==> src/rtl/fll_cfg_sequencer.sv <==
// FLL configuration sequencer.
// Arbitrates between a one-shot boot sequence (write CFG2, write CFG1, wait
// for lock) and single software register transfers towards an FLL register
// port. Every FLL transfer and the lock wait are bounded by saturating counters.
module fll_cfg_sequencer #(
    parameter logic [31:0] BOOT_CFG2    = 32'h0000_0000,
    parameter logic [31:0] BOOT_CFG1    = 32'h0000_0100,
    parameter int unsigned LOCK_TIMEOUT = 1024,
    parameter int unsigned ACK_TIMEOUT  = 64
) (
    input  logic        clk_i,
    input  logic        rst_i,
    input  logic        boot_start_i,
    input  logic        sw_req_i,
    input  logic        sw_wrn_i,
    input  logic [1:0]  sw_add_i,
    input  logic [31:0] sw_wdata_i,
    output logic        sw_gnt_o,
    output logic        sw_ack_o,
    output logic [31:0] sw_rdata_o,
    output logic        sw_err_o,
    output logic        fll_req_o,
    output logic        fll_wrn_o,
    output logic [1:0]  fll_add_o,
    output logic [31:0] fll_wdata_o,
    input  logic        fll_ack_i,
    input  logic [31:0] fll_rdata_i,
    input  logic        fll_lock_i,
    output logic        busy_o,
    output logic        boot_done_o,
    output logic        timeout_o
);

    localparam int XW = (ACK_TIMEOUT > 1) ? $clog2(ACK_TIMEOUT) : 1;
    localparam int LW = (LOCK_TIMEOUT > 1) ? $clog2(LOCK_TIMEOUT) : 1;
    localparam logic [XW-1:0] ACK_LAST  = XW'(ACK_TIMEOUT - 1);
    localparam logic [LW-1:0] LOCK_LAST = LW'(LOCK_TIMEOUT - 1);

    typedef enum logic [2:0] {
        IDLE      = 3'd0,
        SW_XFER   = 3'd1,
        BOOT_WR2  = 3'd2,
        BOOT_WR1  = 3'd3,
        WAIT_LOCK = 3'd4
    } state_t;

    state_t          state;
    state_t          state_next;
    logic            boot_pend;
    logic [XW-1:0]   xfer_cnt;
    logic [LW-1:0]   lock_cnt;
    logic            in_xfer;
    logic            ack_hit;
    logic            ack_tmo;
    logic            lock_hit;
    logic            lock_tmo;
    logic            enter;

    assign in_xfer = (state == SW_XFER) || (state == BOOT_WR2) || (state == BOOT_WR1);
    assign enter   = (state_next != state);
    assign busy_o  = (state != IDLE);

    // State register; reset abandons any transfer in flight without retry.
    always_ff @(posedge clk_i) begin
        if (rst_i) begin
            state <= IDLE;
        end else begin
            state <= state_next;
        end
    end

    // Next-state decode, software grant and transfer/lock completion strobes.
    always_comb begin
        state_next = state;
        sw_gnt_o   = 1'b0;
        ack_hit    = 1'b0;
        ack_tmo    = 1'b0;
        lock_hit   = 1'b0;
        lock_tmo   = 1'b0;
        case (state)
            IDLE: begin
                // Boot (new or pended) always wins over a software request.
                if (boot_start_i || boot_pend) begin
                    state_next = BOOT_WR2;
                end else if (sw_req_i) begin
                    sw_gnt_o   = 1'b1;
                    state_next = SW_XFER;
                end
            end
            SW_XFER, BOOT_WR2, BOOT_WR1: begin
                // An ack on the last counted cycle still counts as success.
                if (fll_ack_i) begin
                    ack_hit = 1'b1;
                end else if (xfer_cnt == ACK_LAST) begin
                    ack_tmo = 1'b1;
                end
                if (ack_hit || ack_tmo) begin
                    if (state == BOOT_WR2 && ack_hit) begin
                        state_next = BOOT_WR1;
                    end else if (state == BOOT_WR1 && ack_hit) begin
                        state_next = WAIT_LOCK;
                    end else begin
                        state_next = IDLE;
                    end
                end
            end
            WAIT_LOCK: begin
                if (fll_lock_i) begin
                    lock_hit   = 1'b1;
                    state_next = IDLE;
                end else if (lock_cnt == LOCK_LAST) begin
                    lock_tmo   = 1'b1;
                    state_next = IDLE;
                end
            end
            default: state_next = IDLE;
        endcase
    end

    // Remember a boot request that arrives while busy; it is served from IDLE.
    always_ff @(posedge clk_i) begin
        if (rst_i) begin
            boot_pend <= 1'b0;
        end else if (state == IDLE) begin
            boot_pend <= 1'b0;
        end else if (boot_start_i) begin
            boot_pend <= 1'b1;
        end
    end

    // Transfer and lock counters: clear on state entry, then count up and saturate.
    always_ff @(posedge clk_i) begin
        if (rst_i) begin
            xfer_cnt <= '0;
            lock_cnt <= '0;
        end else begin
            if (enter) begin
                xfer_cnt <= '0;
            end else if (in_xfer && xfer_cnt != ACK_LAST) begin
                xfer_cnt <= xfer_cnt + XW'(1);
            end
            if (enter) begin
                lock_cnt <= '0;
            end else if (state == WAIT_LOCK && lock_cnt != LOCK_LAST) begin
                lock_cnt <= lock_cnt + LW'(1);
            end
        end
    end

    // FLL request/command registers, software response and sticky status flags.
    always_ff @(posedge clk_i) begin
        if (rst_i) begin
            fll_req_o   <= 1'b0;
            fll_wrn_o   <= 1'b0;
            fll_add_o   <= 2'd0;
            fll_wdata_o <= 32'd0;
            sw_ack_o    <= 1'b0;
            sw_err_o    <= 1'b0;
            sw_rdata_o  <= 32'd0;
            boot_done_o <= 1'b0;
            timeout_o   <= 1'b0;
        end else begin
            sw_ack_o  <= 1'b0;
            sw_err_o  <= 1'b0;
            fll_req_o <= (state_next == SW_XFER) || (state_next == BOOT_WR2) ||
                         (state_next == BOOT_WR1);

            // Command fields are loaded once on entry and held until the ack.
            if (sw_gnt_o) begin
                fll_wrn_o   <= sw_wrn_i;
                fll_add_o   <= sw_add_i;
                fll_wdata_o <= sw_wdata_i;
            end else if (enter && state_next == BOOT_WR2) begin
                fll_wrn_o   <= 1'b0;
                fll_add_o   <= 2'd2;
                fll_wdata_o <= BOOT_CFG2;
                boot_done_o <= 1'b0;
            end else if (enter && state_next == BOOT_WR1) begin
                fll_wrn_o   <= 1'b0;
                fll_add_o   <= 2'd1;
                fll_wdata_o <= BOOT_CFG1;
            end

            if (state == SW_XFER && ack_hit) begin
                sw_ack_o <= 1'b1;
                if (fll_wrn_o) begin
                    sw_rdata_o <= fll_rdata_i;
                end
            end
            if (state == SW_XFER && ack_tmo) begin
                sw_ack_o <= 1'b1;
                sw_err_o <= 1'b1;
            end

            if (ack_tmo || lock_tmo) begin
                timeout_o <= 1'b1;
            end
            // A boot that fails a write still counts as finished.
            if ((ack_tmo && state != SW_XFER) || lock_hit || lock_tmo) begin
                boot_done_o <= 1'b1;
            end
        end
    end

endmodule

==> config.mk <==
export PLATFORM = sky130hd
export DESIGN_NAME = fll_cfg_sequencer
export DESIGN_NICKNAME = d
export VERILOG_FILES = /design/src/rtl/fll_cfg_sequencer.sv
export SDC_FILE = /design/constraint.sdc
export NUM_CORES = 1
export LEC_CHECK = 0
export CORE_MARGIN = 2
export CORE_UTILIZATION = 36
export CTS_CLUSTER_DIAMETER = 30
export DETAILED_ROUTE_END_ITERATION = 7
export PLACE_DENSITY_LB_ADDON = 0.3
export SYNTH_ARGS = -nofsm -noshare
export SYNTH_HDL_FRONTEND = slang
export SYNTH_SLANG_ARGS = --single-unit
==> constraint.sdc <==
create_clock -name clk_i -period 1.9 [get_ports clk_i]
set_input_delay 0.475 -clock clk_i [delete_from_list [all_inputs] [get_ports clk_i]]
set_output_delay 0.475 -clock clk_i [all_outputs]
set_load 0.01 [all_outputs]
# Yosys cells after proc, flatten, opt, wreduce, memory -nomap -nowiden
# Cells that the tools add are included.
# totals
latchBits	0
mem_count	0
register_bits	92
wordCells	94
rom_bits	0
ramBits	0
out_inout_bits	74
# op_classes
n_addsub	2
bitwise_logic	0
eq_ne	14
shift	0
n_mux	38
n_lt_le_gt_ge	0
div	0
reduce_logical	27
multipliers	0
# op_table
op	count
two-way mux 32 bit	3
two-way mux 1 bit	24
two-way mux 3 bit	7
equality test 3 x 2 -> 1 bit (second input constant)	4
adder 10 x 1 -> 10 bit (second input constant)	1
equality test 10 bit (second input constant)	1
!= test 10 bit (second input constant)	1
logical AND 1 bit	9
logical OR 1 bit	9
case mux 3 bit (3 select lines)	1
adder 6 x 1 -> 6 bit (second input constant)	1
equality test 3 x 1 -> 1 bit (second input constant)	2
equality test 6 bit (second input constant)	1
two-way mux 2 bit	3
!= test 6 bit (second input constant)	1
nonzero test 3 bit	2
AND reduction 2 bit	2
OR reduction 2 bit	2
equality test 3 bit (second input constant)	1
logical NOT 3 bit	1
!= test 3 x 1 -> 1 bit (second input constant)	1
!= test 3 bit	1
OR reduction 3 bit	1
!= test 2 x 1 -> 1 bit (second input constant)	1
nonzero test 2 bit	1

# Longest topological paths before layout
# logic_depth
ltp_word	13
ltp_mapped	7
depth_no_buf	5

# Worst setup path before layout
# Ideal clock, no wire load.
# synth_path
path_kind	input-to-reg
startpoint	input port fll_ack_i
endpoint	register fll_wrn_o
stages	6
setup_slack_ns	0.158
arrival_ns	1.625
t_required_ns	1.783
path_cell_list	buf_2 -> inv_1 -> a2111oi_2 -> nor3_1 -> buf_2 -> a22o_1
# synth_via
elab_chain_len	11
elab_cells_between_ends	19
# synth_lines
element	line	source
start: declaration	26	input logic fll_ack_i,
two-way mux 1 bit	92	if (fll_ack_i) begin
two-way mux 1 bit	80	case (state)
logical AND 1 bit	100	end else if (state == BOOT_WR1 && ack_hit) begin
two-way mux 3 bit	100	
two-way mux 3 bit	98	if (state == BOOT_WR2 && ack_hit) begin
two-way mux 3 bit *	97	if (ack_hit || ack_tmo) begin
case mux 3 bit (3 select lines) *	80	
!= test 3 bit or equality test 3 x 2 -> 1 bit (tied branches)	60, 173	
logical AND 1 bit	173	end else if (enter && state_next == BOOT_WR2) begin
two-way mux 1 bit	173	
two-way mux 1 bit	169	if (sw_gnt_o) begin
end signal: assignment	170	fll_wrn_o <= sw_wrn_i;
end: declaration	23	output logic fll_wrn_o,
# Every way passes the cells marked *; elsewhere a longest branch is shown, timed or not. The select of a mux whose other input is x is not followed.
# A chain may end at the register's enable or synchronous reset.

# Worst setup path in the final report
# layout_path
startpoint	input port sw_req_i
endpoint	output port sw_gnt_o
# layout_via
elab_chain_len	3
# layout_lines
element	line	source
start: declaration	14	input logic sw_req_i,
two-way mux 1 bit	85	end else if (sw_req_i) begin
two-way mux 1 bit	83	if (boot_start_i || boot_pend) begin
two-way mux 1 bit	80	
end: declaration	18	output logic sw_gnt_o,
# Every way passes these cells.

==> results by group <==
Status
  • Outcome: finished, final reports clean

Flow run
  • MaxCap Viol Count: 0

Critical path
  • CP max stage delay: 0.50 ns
  • Startpoint Class: input pin
  • Worst R2R Start: state[2]
  • Signal arrival time at the worst endpoint: 1.37 ns
  • CP max FO: 2
  • CP startpoint: sw_req_i
  • CP endpoint kind: output pin
  • Crit path max-delay cell type: clkdlybuf4s50_1
  • Crit path cell chain: clkdlybuf4s50_1 > nand3_2 > inv_2 > clkdlybuf4s15_2
  • WS Path Type: in -> out
  • Worst Path Required: 1.42 ns

Detailed routing
  • Number of DRC markers in iteration 0: 184
  • Via/cell ratio: 4.89
  • First-pass DRT Iterations: 4
  • DRC Markers: 0
  • Antenna Nets Post-Route: 0
  • Drt total wl: 9750 um
  • Vias: 3295
  • DR WL/cell: 14.5 um

Yosys
  • Predominant post-synthesis flop cell: dfxtp_1
  • Top-area cell type share of the netlist area: 0.518
  • Most area-consuming cells after synthesis: dfxtp_1 52%, a22o_1 7.9%, nand2_1 7.4%
  • Synth Cell Area: 3550 um^2
  • FF+latch count, synth: 92
  • Post-Synthesis Cells: 370
  • Synth warn: 0
  • Asr flop ratio synth: 0
  • Most common cell in the netlist: dfxtp_1
  • Synth Net Count: 445
  • Commonest cells in the netlist: 92 x dfxtp_1, 70 x nand2_1, 40 x a21oi_1
  • Register area share after synthesis: 0.518
  • Post-synthesis average cell area: 9.61 um^2
  • EDFF count, synth: 0
  • Count of cell types in the netlist: 50
  • Area leader, netlist: dfxtp_1

Floorplan
  • FP Rows: 36
  • Die H: 103 um
  • Initial Utilization: 0.367
  • Ports: 147
  • Total die area: 10700 um^2
  • Core area: 9680 um^2
  • Die Width: 103 um

Placement
  • Worst slack at placement: -0.397 ns
  • Final GP Congestion: 0.831
  • PortBufs: 146
  • DPL Wire Length: 7010 um

Min path
  • HP Start: sw_rdata_o[15]
  • Worst min path class: reg -> reg

STA
  • Slew headroom: 0.724
  • RSZ-0062 raised after global routing: true
  • Worst-Margin Slew: 0.413 ns
  • Period utilization: 0.971
  • Tmin final: 1.84 ns
  • Skew final: 0.0128 ns
  • Final hold viol count: 0
  • Final Worst Setup Slack: 0.0559 ns
  • Max Clk Rate: 542 MHz
  • Max Slew Vio Count: 0
  • Final setup fails: 0

GRT
  • First-pass GRT wire length: 14400 um
  • Grt ovf: 0
  • Initial antenna violation count: 0
  • Largest net degree at the start of global routing: 23
  • Number of global-route vias before repair: 3093
  • All-layer global routing usage: 0.173

Power
  • Total power: 4050 uW
  • Static Leak: 0.00197 uW
  • Pwr dens: 728 nW/um^2
  • Peak VDD IR: 343 uV

Clocking
  • Inserted Clock Buffers: 9
  • CTS tree: yes
  • Max clock buf depth: 2
  • Root Buffer Master: clkbuf_8
  • Htree depth: 3
  • Clock Latency Late Sink: 0.37 ns
  • CTS sink cnt: 92
  • CTS clk-pin slew, worst paths: 0.08 ns

Final layout
  • Layout cell share with drive strength beyond 1: 0.152
  • Antenna Cells: 0
  • Area delta synth->final: 56.6%
  • Fin nets: 612
## critical path, delay by kind of cell
family,cells,cell delay [ns]
buf+inv,3,0.79
simple gates,1,0.10
## routing by layer
| layer | GRT usage | share of wire |
|---|---|---|
| met1 | 0.206 | 0.42 |
| met2 | 0.283 | 0.48 |
| met3 | 0.0645 | 0.074 |
| met4 | 0.0658 | 0.021 |
| met5 | 0 | 0 |
## report_power, final
| part | leakage [uW] | internal (uW) | switching (uW) | total [uW] |
|---|---|---|---|---|
| Sequential | 0.000745 | 1990 | 35.9 | 2030 |
| Clock | 0.0000980 | 617 | 714 | 1330 |
| Combinational | 0.00113 | 384 | 307 | 690 |
| Total | 0.00197 | 2990 | 1060 | 4050 |
## repair_timing
action                                  4_1_cts  5_1_grt
hold buffers                                  0        0
endpoints found under the setup margin        2       15
setup buffers                                 0        2
pin swaps                                     0        5
gates resized for setup                       6        8
endpoints found under the hold margin         0        0
gates cloned                                  0        1
## cell usage in the layout, fill, tap and decap left out, types with 3 or more instances in the layout
cell type,count
a2111oi_2,3
nand3b_1,3
nor3_2,10
dfxtp_1,91
buf_4,30
clkbuf_8,9
and3_1,4
inv_1,5
a22o_1,32
a211oi_2,4
nor2_1,10
clkdlybuf4s50_1,143
nor2b_1,3
or3_1,5
xor2_1,5
a21oi_1,40
nand4_1,4
nand3_1,5
nand2_1,69
nor3_1,9
o21ai_0,8
## final cells by class
type	count	area [um^2]
Tap cell	133	166
Multi-Input combinational cell	250	1610
Clock inverter	6	71.3
Inverter	6	22.5
Timing Repair Buffer	178	1730
Fill cell	852	4120
Sequential cell	92	1840
Clock buffer	9	124
## state kept, by name (all words and copies together), names as in the netlist, 2 cells and up
signal and cells:
fll_add_o 2, fll_wdata_o 32, lock_cnt 10, state 3
sw_rdata_o 32, xfer_cnt 6
## final timing paths
check | to | slack, ns | cells after the start
min reg2reg | sw_rdata_o[15] | 0.46 | 2
min | sw_rdata_o[15] | 0.46 | 2
max | sw_gnt_o | 0.06 | 4
max reg2reg | lock_cnt[9] | 0.12 | 5
## through the flow
| stage | utilization | instances | cell area, um^2 | TNS [ns] | hold slack, ns |
|---|---|---|---|---|---|
| floorplan | - | 370 | 3550 | 0 | 0.473 |
| global placement | 0.550 | 656 | 5320 | -14.68 | 0.441 |
| detailed placement | 0.550 | 656 | 5320 | -16.42 | 0.446 |
| CTS | 0.571 | 671 | 5530 | -0.0570 | 0.458 |
| global route | 0.575 | 674 | 5570 | -0.0131 | 0.473 |
| finish | 0.575 | 674 | 5570 | 0 | 0.456 |
## kinds of logic after synthesis
group / synth area share
mux: 0.00563
compound gates: 0.219
simple gates: 0.194
flops: 0.518
xor+xnor: 0.0148
fa+ha+maj: 0.00704
buf+inv: 0.0415
No activity file was read; power rests on OpenSTA's default activity.
